===== src/rtl/gcd_pkg.sv =====
// Shared definitions for the GCD unit: FSM state encoding and default operand width.
package gcd_pkg;

   localparam int WIDTH_DEF = 8;

   typedef enum logic [1:0] {
      ST_IDLE = 2'd0,
      ST_CALC = 2'd1,
      ST_DONE = 2'd2
   } state_e;

endpackage


===== src/rtl/gcd_param_unit_if.sv =====
// Request/response bundle of the GCD unit; master issues operands, slave returns the result.
interface gcd_param_unit_if
   import gcd_pkg::*;
#(
   parameter int WIDTH = WIDTH_DEF
) ();

   logic             start;
   logic [WIDTH-1:0] a_in;
   logic [WIDTH-1:0] b_in;
   logic [WIDTH-1:0] result;
   logic             done;
   logic             busy;
   logic             err;
   logic [WIDTH-1:0] iters;

   modport master (
      output start, a_in, b_in,
      input  result, done, busy, err, iters
   );

   modport slave (
      input  start, a_in, b_in,
      output result, done, busy, err, iters
   );

endinterface


===== src/rtl/gcd_fsm.sv =====
// Sequencer for the subtractive GCD: sees only comparator flags, issues datapath strobes.
module gcd_fsm
   import gcd_pkg::*;
(
   input  logic clk,
   input  logic reset,
   input  logic start,
   input  logic a_zero,
   input  logic b_zero,
   input  logic a_eq_b,
   input  logic a_gt_b,
   output logic load,
   output logic sub_a,
   output logic sub_b,
   output logic latch,
   output logic done,
   output logic busy
);

   state_e state_q;
   state_e state_d;

   always_ff @(posedge clk or negedge reset) begin
      if (!reset) begin
         state_q <= ST_IDLE;
      end else begin
         state_q <= state_d;
      end
   end

   always_comb begin
      state_d = state_q;
      load    = 1'b0;
      sub_a   = 1'b0;
      sub_b   = 1'b0;
      latch   = 1'b0;
      case (state_q)
         ST_IDLE: begin
            if (start) begin
               load    = 1'b1;
               state_d = ST_CALC;
            end
         end
         ST_CALC: begin
            // A zero operand terminates as well, otherwise A-B would never converge.
            if (a_zero || b_zero || a_eq_b) begin
               latch   = 1'b1;
               state_d = ST_DONE;
            end else if (a_gt_b) begin
               sub_a = 1'b1;
            end else begin
               sub_b = 1'b1;
            end
         end
         ST_DONE: begin
            state_d = ST_IDLE;
         end
         default: begin
            state_d = ST_IDLE;
         end
      endcase
   end

   assign done = (state_q == ST_DONE);
   assign busy = (state_q != ST_IDLE);

endmodule


===== src/rtl/gcd_param_unit.sv =====
// Subtractive GCD unit: operand registers, comparator, subtractor and step counter around gcd_fsm.
module gcd_param_unit
   import gcd_pkg::*;
#(
   parameter int WIDTH = WIDTH_DEF
) (
   input  logic            clk,
   input  logic            reset,
   gcd_param_unit_if.slave bus
);

   logic [WIDTH-1:0] a_q, a_d;
   logic [WIDTH-1:0] b_q, b_d;
   logic [WIDTH-1:0] cnt_q, cnt_d;
   logic [WIDTH-1:0] result_q, result_d;
   logic [WIDTH-1:0] iters_q, iters_d;
   logic             err_q, err_d;

   logic a_zero, b_zero, a_eq_b, a_gt_b;
   logic load, sub_a, sub_b, latch;

   assign a_zero = (a_q == '0);
   assign b_zero = (b_q == '0);
   assign a_eq_b = (a_q == b_q);
   assign a_gt_b = (a_q > b_q);

   gcd_fsm u_fsm (
      .clk    (clk),
      .reset  (reset),
      .start  (bus.start),
      .a_zero (a_zero),
      .b_zero (b_zero),
      .a_eq_b (a_eq_b),
      .a_gt_b (a_gt_b),
      .load   (load),
      .sub_a  (sub_a),
      .sub_b  (sub_b),
      .latch  (latch),
      .done   (bus.done),
      .busy   (bus.busy)
   );

   always_comb begin
      a_d      = a_q;
      b_d      = b_q;
      cnt_d    = cnt_q;
      result_d = result_q;
      iters_d  = iters_q;
      err_d    = err_q;
      if (load) begin
         a_d   = bus.a_in;
         b_d   = bus.b_in;
         cnt_d = '0;
         err_d = 1'b0;
      end
      // The larger operand is always the minuend, so the difference never wraps.
      if (sub_a) begin
         a_d   = a_q - b_q;
         cnt_d = cnt_q + WIDTH'(1);
      end
      if (sub_b) begin
         b_d   = b_q - a_q;
         cnt_d = cnt_q + WIDTH'(1);
      end
      if (latch) begin
         result_d = a_zero ? b_q : a_q;
         iters_d  = cnt_q;
         err_d    = a_zero && b_zero;
      end
   end

   always_ff @(posedge clk or negedge reset) begin
      if (!reset) begin
         a_q      <= '0;
         b_q      <= '0;
         cnt_q    <= '0;
         result_q <= '0;
         iters_q  <= '0;
         err_q    <= 1'b0;
      end else begin
         a_q      <= a_d;
         b_q      <= b_d;
         cnt_q    <= cnt_d;
         result_q <= result_d;
         iters_q  <= iters_d;
         err_q    <= err_d;
      end
   end

   assign bus.result = result_q;
   assign bus.iters  = iters_q;
   assign bus.err    = err_q;

endmodule


===== src/flat_wrapper.sv =====
// flat-port wrapper written by rule: the top's interface ports become plain ports
module gcd_param_unit_flat import gcd_pkg::*;
#(
   parameter int WIDTH = WIDTH_DEF
)
  (clk, reset, bus_start, bus_a_in, bus_b_in, bus_result, bus_done, bus_busy, bus_err, bus_iters);
  gcd_param_unit_if #(.WIDTH(WIDTH)) bus_i ();
  input  logic clk;
  input  logic reset;
  input wire logic [$bits(bus_i.start)-1:0] bus_start;
  input wire logic [$bits(bus_i.a_in)-1:0] bus_a_in;
  input wire logic [$bits(bus_i.b_in)-1:0] bus_b_in;
  output wire logic [$bits(bus_i.result)-1:0] bus_result;
  output wire logic [$bits(bus_i.done)-1:0] bus_done;
  output wire logic [$bits(bus_i.busy)-1:0] bus_busy;
  output wire logic [$bits(bus_i.err)-1:0] bus_err;
  output wire logic [$bits(bus_i.iters)-1:0] bus_iters;
  assign bus_i.start = bus_start;
  assign bus_i.a_in = bus_a_in;
  assign bus_i.b_in = bus_b_in;
  assign bus_result = bus_i.result;
  assign bus_done = bus_i.done;
  assign bus_busy = bus_i.busy;
  assign bus_err = bus_i.err;
  assign bus_iters = bus_i.iters;
  gcd_param_unit #(.WIDTH(WIDTH)) u_core (.clk(clk), .reset(reset), .bus(bus_i));
endmodule

===== config.mk =====
export PLATFORM = sky130hd
export DESIGN_NAME = gcd_param_unit_flat
export DESIGN_NICKNAME = d
export VERILOG_FILES = /design/src/rtl/gcd_pkg.sv /design/src/rtl/gcd_param_unit_if.sv /design/src/rtl/gcd_fsm.sv /design/src/rtl/gcd_param_unit.sv /design/src/flat_wrapper.sv
export SDC_FILE = /design/constraint.sdc
export NUM_CORES = 1
export LEC_CHECK = 0
export ABC_AREA = 1
export BUFFER_PORTS_ARGS = -buffer_cell sky130_fd_sc_hd__buf_4
export CAP_MARGIN = 0
export CORE_MARGIN = 2
export CORE_UTILIZATION = 60
export CTS_BUF_LIST = sky130_fd_sc_hd__clkbuf_4
export DETAILED_ROUTE_END_ITERATION = 6
export GPL_TIMING_DRIVEN = 0
export PLACE_DENSITY = 0.82
export SYNTH_ARGS = -nofsm -noshare
export SYNTH_HDL_FRONTEND = slang
export SYNTH_SLANG_ARGS = --single-unit

===== constraint.sdc =====
create_clock -name clk -period 2.8 [get_ports clk]
set_input_delay 0.14 -clock clk [delete_from_list [all_inputs] [get_ports clk]]
set_output_delay 0.14 -clock clk [all_outputs]
set_load 0.01 [all_outputs]

== Word-level counts from Yosys, hierarchy flattened ==
Index checks and enable logic that the tools add are counted.

* Memories kept: 0
* Bits in registers: 43
* Output and inout bits: 19
* Logic and storage cells: 51
* Bits of input ports: 19
* Bits in read-only memories: 0
* Bits in writable memories: 0
* Bits in latches: 0

* Eq/ne operators: 5
* Add/subtract/negate cells: 3
* Reduce and logical (&&, ||, !) cells: 12
* Order comparisons: 1
* Divide/modulo/power cells: 0
* Muxes and demuxes: 23
* Bitwise operators: 0
* $mul: 0
* Shift operators: 0

{| class="wikitable"
|+ Operators by type and width
! operator !! number
|-
| 2-to-1 mux 8 bit || 8
|-
| zero test 8 bit || 2
|-
| subtractor 8 bit || 2
|-
| 2-to-1 mux 1 bit || 12
|-
| adder 8 x 1 -> 8 bit, second input constant || 1
|-
| equality test 8 bit || 1
|-
| > comparator 8 bit || 1
|-
| nonzero test 2 bit || 4
|-
| 2-to-1 mux 2 bit || 2
|-
| inequality test 2 bit, second input constant || 2
|-
| one-hot mux 2 bit (2 select lines) || 1
|-
| nonzero test 3 bit || 1
|-
| equality test 2 x 1 -> 1 bit, second input constant || 1
|-
| equality test 2 bit, second input constant || 1
|-
| zero test 2 bit || 1
|-
| logical OR 1 bit || 2
|-
| AND reduction 2 bit || 1
|-
| logical AND 1 bit || 1
|}

== Depth between registers and ports, before layout ==
Gate-level depths: netlist of the first run.

* Depth after elaboration: 7
* Gate-level depth with buffers: 14
* Gate-level depth less buffers: 13

== By module ==
A second synthesis of the first run with hierarchy kept.

* Cells, all modules: 355
* Area total of the unflattened synthesis: 2696.3 sq um

{| class="wikitable"
|+ Modules (own cells, without submodules)
! module !! cells an instance !! area an instance (sq um) !! instances !! seq. area each (sq um)
|-
| gcd_param_unit || 334 || 2555.0 || 1 || 1026.0
|-
| gcd_fsm || 21 || 141.4 || 1 || 50.0
|}

== Least setup slack after synthesis of the first run ==
Ideal clock, no wire load.

* Path kind: flip-flop to flip-flop
* Start point: reg u_core.b_q[0]
* End point: reg u_core.b_q[2]
* Library setup time: 117 ps
* Required time: 2683 ps
* Buffers on the path: 1
* Data arrival time: 1835 ps
* Slack: 849 ps
* Cell stages (with the launch flop): 12
* Period minus slack after synthesis: 1951 ps
* Path through: dfrtp_1 -> ha_1 -> fa_1 -> o21ai_4 -> nand3_2 -> nand2_4 -> nand2_4 -> nand3_4 -> buf_12 -> nand2_2 -> nand2_1 -> nand2_1

* Cells in the longest elaborated chain, start to end: 6
* Elaborated cells between the ends (all ways): 11
* Those cells by class: add/sub (1); order compare (1); eq/ne (1); mux (4); reduce/logical (4)

{| class="wikitable"
|+ RTL lines
! element !! line !! RTL
|-
| from (decl) || gcd_param_unit.sv:13 || <nowiki>logic [WIDTH-1:0] b_q, b_d;</nowiki>
|-
| from (signal assigned) || gcd_param_unit.sv:75 || <nowiki>b_q <= '0;</nowiki>
|-
| from (signal assigned) || gcd_param_unit.sv:82 || <nowiki>b_q <= b_d;</nowiki>
|-
| parallel branches: the longest is 6 deep, another holds > comparator 8 bit || n/a ||
|}

Parallel ways; which one is timed is not known.
A chain may end at the register's enable or synchronous reset.

== Worst setup path after layout of the first run ==
* Start point: reg u_core.b_q[0]
* End point: reg u_core.a_q[3]

* Cells in the longest elaborated chain, start to end: 6
* Elaborated cells between the ends (all ways): 11
* Those cells by class: add/sub (1); order compare (1); eq/ne (1); mux (4); reduce/logical (4)

{| class="wikitable"
|+ RTL lines
! element !! line !! RTL
|-
| parallel branches: the longest is 6 deep, another holds > comparator 8 bit || n/a ||
|-
| to (signal assigned) || gcd_param_unit.sv:74 || <nowiki>a_q <= '0;</nowiki>
|-
| to (signal assigned) || gcd_param_unit.sv:81 || <nowiki>a_q <= a_d;</nowiki>
|-
| to (decl) || gcd_param_unit.sv:12 || <nowiki>logic [WIDTH-1:0] a_q, a_d;</nowiki>
|}

Parallel ways; which one is timed is not known.

==> results.yml, run 1 <==
outcome:
  outcome: "finished clean"
worst_setup_path:
  critPathLaunchType: "flip-flop"
  cp-end-kind: "flip-flop"
  path_class: "reg -> reg"
  arrival_ns: 2.54
  crit_required_ns: 3.07
  critPathMaxFanout: 8
clock_network:
  clockBufferDepth: 2
  clkTransAtPathRegs_ns: 0.15
  cts_buffers: 5
  htree_levels: 2
  clkSinkCount: 43
  post_cts_buffers: 0
  root_buffer: "clkbuf_4"
  cts_tree: "done"
  clk_latency_ns: 0.38
detailed_routing:
  drt-total-wl_um: 7540
  via_per_inst: 5.31
  drc: 0
  drt_first_pass_iters: 5
  dr_total_vias: 2797
  drt-wirelength-per-cell_um: 14.3
  drt_iter0_drc: 196
  drtAntennaViolNets: 0
placement:
  dp_hpwl_um: 5520
  gp_congestion: 0.859
  place_area_um2: 3460
  portBuffers: 37
synthesis:
  netlist_instances: 407
  yosysSeqAreaShare_pct: 34.7
  yosys_warnings: 0
  synth_top_area_share_pct: 34.7
  synthTopCellsByArea: "dfrtp_1, nand2_1, nand3_1"
  synth_commonest_cells: "nand2_1, inv_1, nand3_1, dfrtp_1, nor2_1"
  yosysUniqueCellTypes: 33
  synth_seq_cells: 43
  synthMostInstantiatedCell: "nand2_1"
  syn_area_um2: 3100
  syn-mean-instance-area_um2: 7.61
  synth_nets: 444
  synth_ff_type: "dfrtp_1"
  synth-edff-count: 0
  synth_top_area_cell: "dfrtp_1"
  ys_async_sr_fraction_pct: 100
global_routing:
  antenna_found_initial: 0
  track_usage_pct: 28.6
  first_global_vias: 2597
  grt_overflow: 0
  grt_max_degree: 44
  grt_pass1_wl_um: 12200
floorplan:
  core_area_um2: 5040
  row_count: 26
  start_util_pct: 61.4
  ioPinCount: 38
  die_x_um: 75.8
  die_h_um: 75.8
  die_area_um2: 5750
timing:
  setup_viol: 0
  slew_viol_final: 0
  relSlewSlack_pct: 63.3
  min_period_ns: 2.27
  rsz0062_at_grt: "false"
  skew_ns: 0.0165
  hold_violations: 0
  finalSetupTns_ns: 0
  tightest_slew_ns: 0.550
  fmax_mhz: 440
  layout_worst_path_cycle_share_pct: 81.1
flow_run:
  maxCapViolCount: 0
finish:
  multi_input_area_um2: 1670
  register_area_um2: 1080
  postLayoutCellArea_um2: 3620
  antenna_cells: 0
  area_growth_pct: 16.8
  nFillCells: 407
  nets: 493
  drive_gt1_share_pct: 19.0
min_path:
  min_path_type: "in -> reg"
[placed cells by master (no fill, tap or decap), types with 2 or more instances in the layout]
cell,n
buf_4,40
nor2_1,18
o21ai_0,2
buf_6,6
a21oi_1,12
nand3_4,2
nand4_1,5
nand3_2,3
nor2_4,4
bufinv_16,2
nand2_4,9
xor2_1,8
dlygate4sd3_1,5
o22ai_1,5
dfrtp_1,43
fa_1,2
nand2_1,127
o21ai_1,17
ha_1,16
a21oi_2,2
clkbuf_4,6
nand3_1,48
buf_2,2
nand2_2,5
inv_1,57
[area by class of cell]
cell class	instances	area share (%)
Clock buffer	6	1.25
Buffer	13	3.67
Timing Repair Buffer	42	9.06
Tap cell	70	2.42
Inverter	57	5.91
Clock inverter	2	1.66
Multi-Input combinational cell	294	46.3
Sequential cell	43	29.7
[stage by stage]
stage                     hold slack (ns)  utilization, %  std cells  setup slack, ns
after floorplan                    -0.156               -        407            0.849
after global placement              0.166            68.7        514            0.598
after detailed placement            0.162            68.7        514            0.580
after CTS                          0.0483            71.7        527            0.546
after global routing               0.0556            71.7        527            0.421
final                              0.0431            71.7        527            0.529
[logic make-up after synthesis]
logic type      Yosys count  synth area share [%]
xor+xnor                  9                  2.55
buf+inv                  70                  11.2
simple gates            227                  36.4
flops                    43                  34.7
fa+ha+maj                18                  7.76
compound gates           40                  7.35
[flip-flops by register name, summed over array words and instances, names as in the netlist]
register and count:
u_core.bus.err 1, u_core.a_q 8, u_core.b_q 8, u_core.cnt_q 8, u_core.u_fsm.state_q 2, u_core.bus.iters 8, u_core.bus.result 8
[final timing paths]
check	to	slack, ns	start	depth (start not counted)
setup / recovery	u_core.a_q[3]	0.53	u_core.b_q[0]	10
hold / removal	u_core.a_q[6]	0.04	bus_a_in[6]	5
setup reg to reg	u_core.a_q[3]	0.53	u_core.b_q[0]	10
hold reg to reg	u_core.bus.iters[0]	0.49	u_core.bus.iters[0]	2
max in group asynchronous	u_core.a_q[2]	2.14	reset	2
min in group asynchronous	u_core.a_q[7]	0.27	reset	2
[layer usage]
metal / up-vias / wire [um] / global-route usage, %
met3: 11 / 403 / 5.95
met1: 1311 / 3310 / 37.5
met5: - / 0 / 0
li1: 1377 / - / -
met2: 98 / 3710 / 47.7
met4: 0 / 115 / 7.80
[timing repair]
item,4_1_cts,5_1_grt
hold buffers,5,0
gates resized for setup,0,0
endpoints found under the hold margin,47,0
[critical path, cell delays in order, from the launching register on]
cell     delay (ns)
dfrtp_1        0.46
ha_1           0.26
fa_1           0.46
o21ai_4        0.21
nand3_2        0.10
nand2_4        0.11
nand2_4        0.08
nor2_4         0.22
nand3_1        0.11
nand2_1        0.10
nand2_1        0.05
Power of run 1 is left out: the tool's default activity adds up to more than one toggle a clock period on the data nets, which glitch-free logic cannot reach.
==> run 2, diff against run 1 <==
--- a/config.mk
+++ b/config.mk
@@ -9,11 +9,11 @@
 export BUFFER_PORTS_ARGS = -buffer_cell sky130_fd_sc_hd__buf_4
 export CAP_MARGIN = 0
 export CORE_MARGIN = 2
-export CORE_UTILIZATION = 60
+export CORE_UTILIZATION = 55
 export CTS_BUF_LIST = sky130_fd_sc_hd__clkbuf_4
 export DETAILED_ROUTE_END_ITERATION = 6
 export GPL_TIMING_DRIVEN = 0
-export PLACE_DENSITY = 0.82
+export PLACE_DENSITY = 0.79
 export SYNTH_ARGS = -nofsm -noshare
 export SYNTH_HDL_FRONTEND = slang
 export SYNTH_SLANG_ARGS = --single-unit
==> constraint.sdc (replaced) <==
create_clock -name clk -period 1.82 [get_ports clk]
set_input_delay 0.091 -clock clk [delete_from_list [all_inputs] [get_ports clk]]
set_output_delay 0.091 -clock clk [all_outputs]
set_load 0.01 [all_outputs]
==> run 2 against run 1 <==
The flow now finishes with violations (negative setup slack). Fmax is 13% higher. Clock skew down 0.0092 ns. Die area is 8.6% higher. Sequential cell count unchanged. Global-route usage is 0.45 points lower. Utilization grew 3.7 points. First-iteration DRC count grew 84%.
==> results.yml, run 2 (synthesis results as in run 1) <==
outcome:
  outcome: "finished with violations"
  violations: "negative setup slack"
worst_setup_path:
  path_class: "reg -> reg"
  critPathLaunchType: "flip-flop"
  ff2ff_setup_slack_ns: -0.20
  critical_path_buf_inv_count: 2
  arrival_ns: 2.29
  crit_required_ns: 2.09
  crit_chain: "ha_2, fa_2, o21ai_4, nand3_2, nand2_4, buf_6, nand4_4, buf_6, nand3_2, nand2_2"
  timing.critical_path.slowest_cell_delay_ns: 0.42
  slowest_stage: "dfrtp_1"
  critPathMaxFanout: 5
  cp-end-kind: "flip-flop"
  crit_family: "adder cells"
placement:
  placedCellCount: 516
  portBuffers: 37
  dp_hpwl_um: 5560
  pre_cts_ws_ns: -0.286
  gp_congestion: 0.886
timing:
  layout_setup_ws_ns: -0.197
  skew_ns: 0.00729
  hold_violations: 0
  fmax_mhz: 496
  min_period_ns: 2.02
  layout_worst_path_cycle_share_pct: 111
  setup_viol: 42
  tightest_slew_ns: 0.555
  relSlewSlack_pct: 63.0
  rsz0062_at_grt: "true"
  slew_viol_final: 0
detailed_routing:
  dr_total_vias: 3084
  drt-total-wl_um: 9030
  drc: 0
  via_per_inst: 5.51
  drt-wirelength-per-cell_um: 16.1
  drtAntennaViolNets: 0
  drt_first_pass_iters: 6
  drt_iter0_drc: 361
finish:
  final_cell_count_no_fill: 560
  fin_util_pct: 75.5
  final_cell_mix: "nand2_1, buf_4, inv_1"
  area_growth_pct: 33.4
  antenna_cells: 0
  drive_gt1_share_pct: 32.2
  layout_commonest_cell: "nand2_1"
  nets: 524
clock_network:
  clkTransAtPathRegs_ns: 0.13
  clkSinkCount: 43
  cts_tree: "done"
  cts_buffers: 5
  root_buffer: "clkbuf_4"
  htree_levels: 2
  clk_latency_ns: 0.37
  clockBufferDepth: 2
global_routing:
  track_usage_pct: 28.1
  first_global_vias: 2853
  grt_pass1_wl_um: 13700
  antenna_found_initial: 0
  grt_max_degree: 44
  grt_overflow: 0
min_path:
  min_path_type: "in -> reg"
floorplan:
  ioPinCount: 38
  row_count: 27
  die_area_um2: 6250
  die_x_um: 79.0
  core_area_um2: 5470
  start_util_pct: 56.6
  die_h_um: 79.0
flow_run:
  maxCapViolCount: 0
## run 2: cell type report
cell class                 instances  area, um^2
buffer                            13         140
clock buffer                       6        45.0
clock inverter                     2        60.1
fill                             380        1340
inverter                          57         216
multi-input combinational        294        1880
sequential                        43        1080
tap                               72        90.1
timing repair buffer              73         618
## run 2: tightest hold or removal path, cell delays in order
cell and delay (ns):
buf_4 0.08, nand2_1 0.04, nand2_1 0.05, nand2_1 0.04, nand2_1 0.04
## run 2: path summary, 6_finish.rpt
path | start | to | cells after the start
worst max register to register | u_core.b_q[0] | u_core.a_q[3] | 10
worst min-delay path | bus_a_in[6] | u_core.a_q[6] | 5
max in group asynchronous | reset | u_core.b_q[1] | 2
worst max-delay path | u_core.b_q[0] | u_core.a_q[3] | 10
min in group asynchronous | reset | u_core.bus.iters[6] | 2
worst min register to register | u_core.bus.result[5] | u_core.bus.result[5] | 2
## run 2: metal layers
| metal | global-route usage [%] | vias up | part of all wire (%) |
|---|---|---|---|
| met4 | 7.93 | 0 | 1.7 |
| met3 | 3.75 | 23 | 6.2 |
| met1 | 38.5 | 1472 | 42 |
| li1 | - | 1456 | - |
| met5 | 0 | - | 0 |
| met2 | 46.9 | 133 | 50 |
## run 2: per-stage QoR
step                instance area (um^2)  TNS [ns]  hold WS [ns]
global placement                    3480     -6.00         0.117
CTS                                 3930     -1.88       0.00136
global route                        4130     -7.50        0.0187
floorplan                           3110    -0.312        -0.205
finish                              4130     -4.58       0.00792
detailed placement                  3480     -7.24         0.114
## run 2: what timing repair did
item                                   4_1_cts  5_1_grt
setup buffers                               22        7
pin swaps                                   12       17
gates resized for setup                     24       29
endpoints found under the hold margin       47        0
hold buffers                                 5        0
gates cloned                                 1        1
setup endpoints to repair                   42       41
Power of run 2 is left out for the same reason.
==> run 3, diff against run 2 <==
--- a/config.mk
+++ b/config.mk
@@ -8,6 +8,7 @@
 export ABC_AREA = 1
 export BUFFER_PORTS_ARGS = -buffer_cell sky130_fd_sc_hd__buf_4
 export CAP_MARGIN = 0
+export CORE_ASPECT_RATIO = 2
 export CORE_MARGIN = 2
 export CORE_UTILIZATION = 55
 export CTS_BUF_LIST = sky130_fd_sc_hd__clkbuf_4
==> run 3 against run 2 <==
The run still ends with negative setup slack left. Design area shrank 2.7%. Clock skew grew 0.0077 ns. Sequential cell count is the same. Die area grew 0.59%. Critical path depth grew 2. Count of clock-buffer cells in the layout is the same. Register-to-register slack lost 0.05 ns. Via count shrank 0.45%. Critical endpoint is now u_core.a_q[2]. Highest routed layer unchanged.
==> results.yml, run 3 (synthesis results as in run 1) <==
outcome:
  outcome: "finished with violations"
  violations: "negative setup slack"
timing:
  tightest_slew_ns: 0.545
  min_period_ns: 2.07
  hold_violations: 0
  setup_viol: 38
  rsz0062_at_grt: "true"
  layout_worst_path_cycle_share_pct: 114
  relSlewSlack_pct: 63.6
  fmax_mhz: 483
  slew_viol_final: 0
  skew_ns: 0.0150
  layout_setup_ws_ns: -0.248
worst_setup_path:
  cp-end-kind: "flip-flop"
  timing.critical_path.slowest_cell_delay_ns: 0.42
  startpoint: "u_core.a_q[0]"
  crit_cells: 12
  slowest_stage: "dfrtp_1"
  critical_path_buf_inv_count: 2
  critPathLaunchType: "flip-flop"
  crit_chain: "inv_2, ha_4, fa_2, o21ai_4, nand3_2, nand2_4, nand2_4, nor2_4, buf_6, nand3_1, nand2_1, nand2_1"
  path_class: "reg -> reg"
  ff2ff_setup_slack_ns: -0.25
  r2r-end: "u_core.a_q[2]"
  crit_required_ns: 2.11
  r2r-start: "u_core.a_q[0]"
  arrival_ns: 2.36
  crit_family: "simple AND/OR/NAND/NOR gates"
  crit_end: "u_core.a_q[2]"
  r2r_cells: 12
  critPathMaxFanout: 5
placement:
  gp_congestion: 0.943
  pre_cts_ws_ns: -0.373
  portBuffers: 37
  dp_hpwl_um: 6270
floorplan:
  ioPinCount: 38
  die_h_um: 110
  die_x_um: 57.1
  core_area_um2: 5420
  row_count: 38
  start_util_pct: 57.1
  die_area_um2: 6280
clock_network:
  htree_levels: 2
  clk_latency_ns: 0.38
  cts_tree: "done"
  clkSinkCount: 43
  clockBufferDepth: 2
  clkTransAtPathRegs_ns: 0.13
  root_buffer: "clkbuf_4"
  cts_buffers: 5
detailed_routing:
  drtAntennaViolNets: 0
  drt_first_pass_iters: 5
  drt_iter0_drc: 184
  drt-total-wl_um: 9020
  dr_wl_met3_um: 394
  dr_total_vias: 3070
  route.met2.wl_um: 4970
  drt-wirelength-per-cell_um: 16.5
  drc: 0
  met1_length_um: 3050
  via_per_inst: 5.61
  top_layer: "met4"
finish:
  fin_util_pct: 74.1
  final_cell_mix: "nand2_1, buf_4, inv_1"
  drive_gt1_share_pct: 29.0
  register_area_um2: 1080
  layout_commonest_cell: "nand2_1"
  nets: 522
  nFillCells: 415
  multi_input_area_um2: 1810
  area_growth_pct: 29.8
global_routing:
  track_usage_pct: 29.7
  grt_overflow: 0
  grt_max_degree: 44
  grt_pass1_wl_um: 14200
  antenna_found_initial: 0
  first_global_vias: 3032
min_path:
  min_path_type: "in -> reg"
flow_run:
  maxCapViolCount: 0
run 3: layout make-up:
class | count | area share (%)
clock inverter | 2 | 1.49
clock buffer | 6 | 1.12
antenna | 1 | 0.0623
tap | 60 | 1.87
buffer | 13 | 3.39
multi-input combinational | 294 | 45.1
timing repair buffer | 71 | 14.7
sequential | 43 | 26.9
inverter | 57 | 5.32
run 3: per-stage QoR:
stage | hold WS [ns] | cell area [um^2] | std cells | setup TNS, ns
global route | 0.0186 | 4020 | 546 | -8.17
detailed placement | 0.104 | 3460 | 504 | -9.16
global placement | 0.103 | 3460 | 504 | -7.28
finish | 0.00118 | 4020 | 547 | -4.17
floorplan | -0.205 | 3110 | 407 | -0.312
CTS | 0.00302 | 3890 | 538 | -4.65
run 3: routing by layer:
metal  global-route usage, %  vias to the layer above
li1                        -                     1444
met1                    29.6                     1451
met2                    54.3                      131
met3                    2.45                       44
met4                    24.1                        0
met5                       0                        -
run 3: worst min-delay path by stage:
| stage | startpoint | endpoint | cells past startpoint |
|---|---|---|---|
| 2_1_floorplan | reset | u_core.a_q[0] | 0 |
| 6_report | bus_a_in[6] | u_core.a_q[6] | 5 |
| 3_3_place_gp | reset | u_core.bus.result[1] | 1 |
| 4_1_cts | bus_a_in[6] | u_core.a_q[6] | 5 |
| 3_5_place_dp | reset | u_core.bus.result[1] | 1 |
| 5_1_grt | bus_b_in[4] | u_core.b_q[4] | 5 |
run 3: repair_timing:
action                                  4_1_cts  5_1_grt
pin swaps                                    14       19
hold endpoints to repair                     48        0
resized for setup                            19       15
endpoints found under the setup margin       42       42
cloned                                        1        0
setup buffers                                19        8
hold buffers                                  6        0
run 3: worst reg2reg max path: cells and delay by family, from the launching register on:
kind                     cells  cell delay (ns)
AND/OR/NAND/NOR              7             0.62
adder cells (fa/ha/maj)      2             0.55
flip-flops                   1             0.42
buffers and inverters        2             0.21
AO/OA/AOI/OAI                1             0.18
Power of run 3 is left out for the same reason.
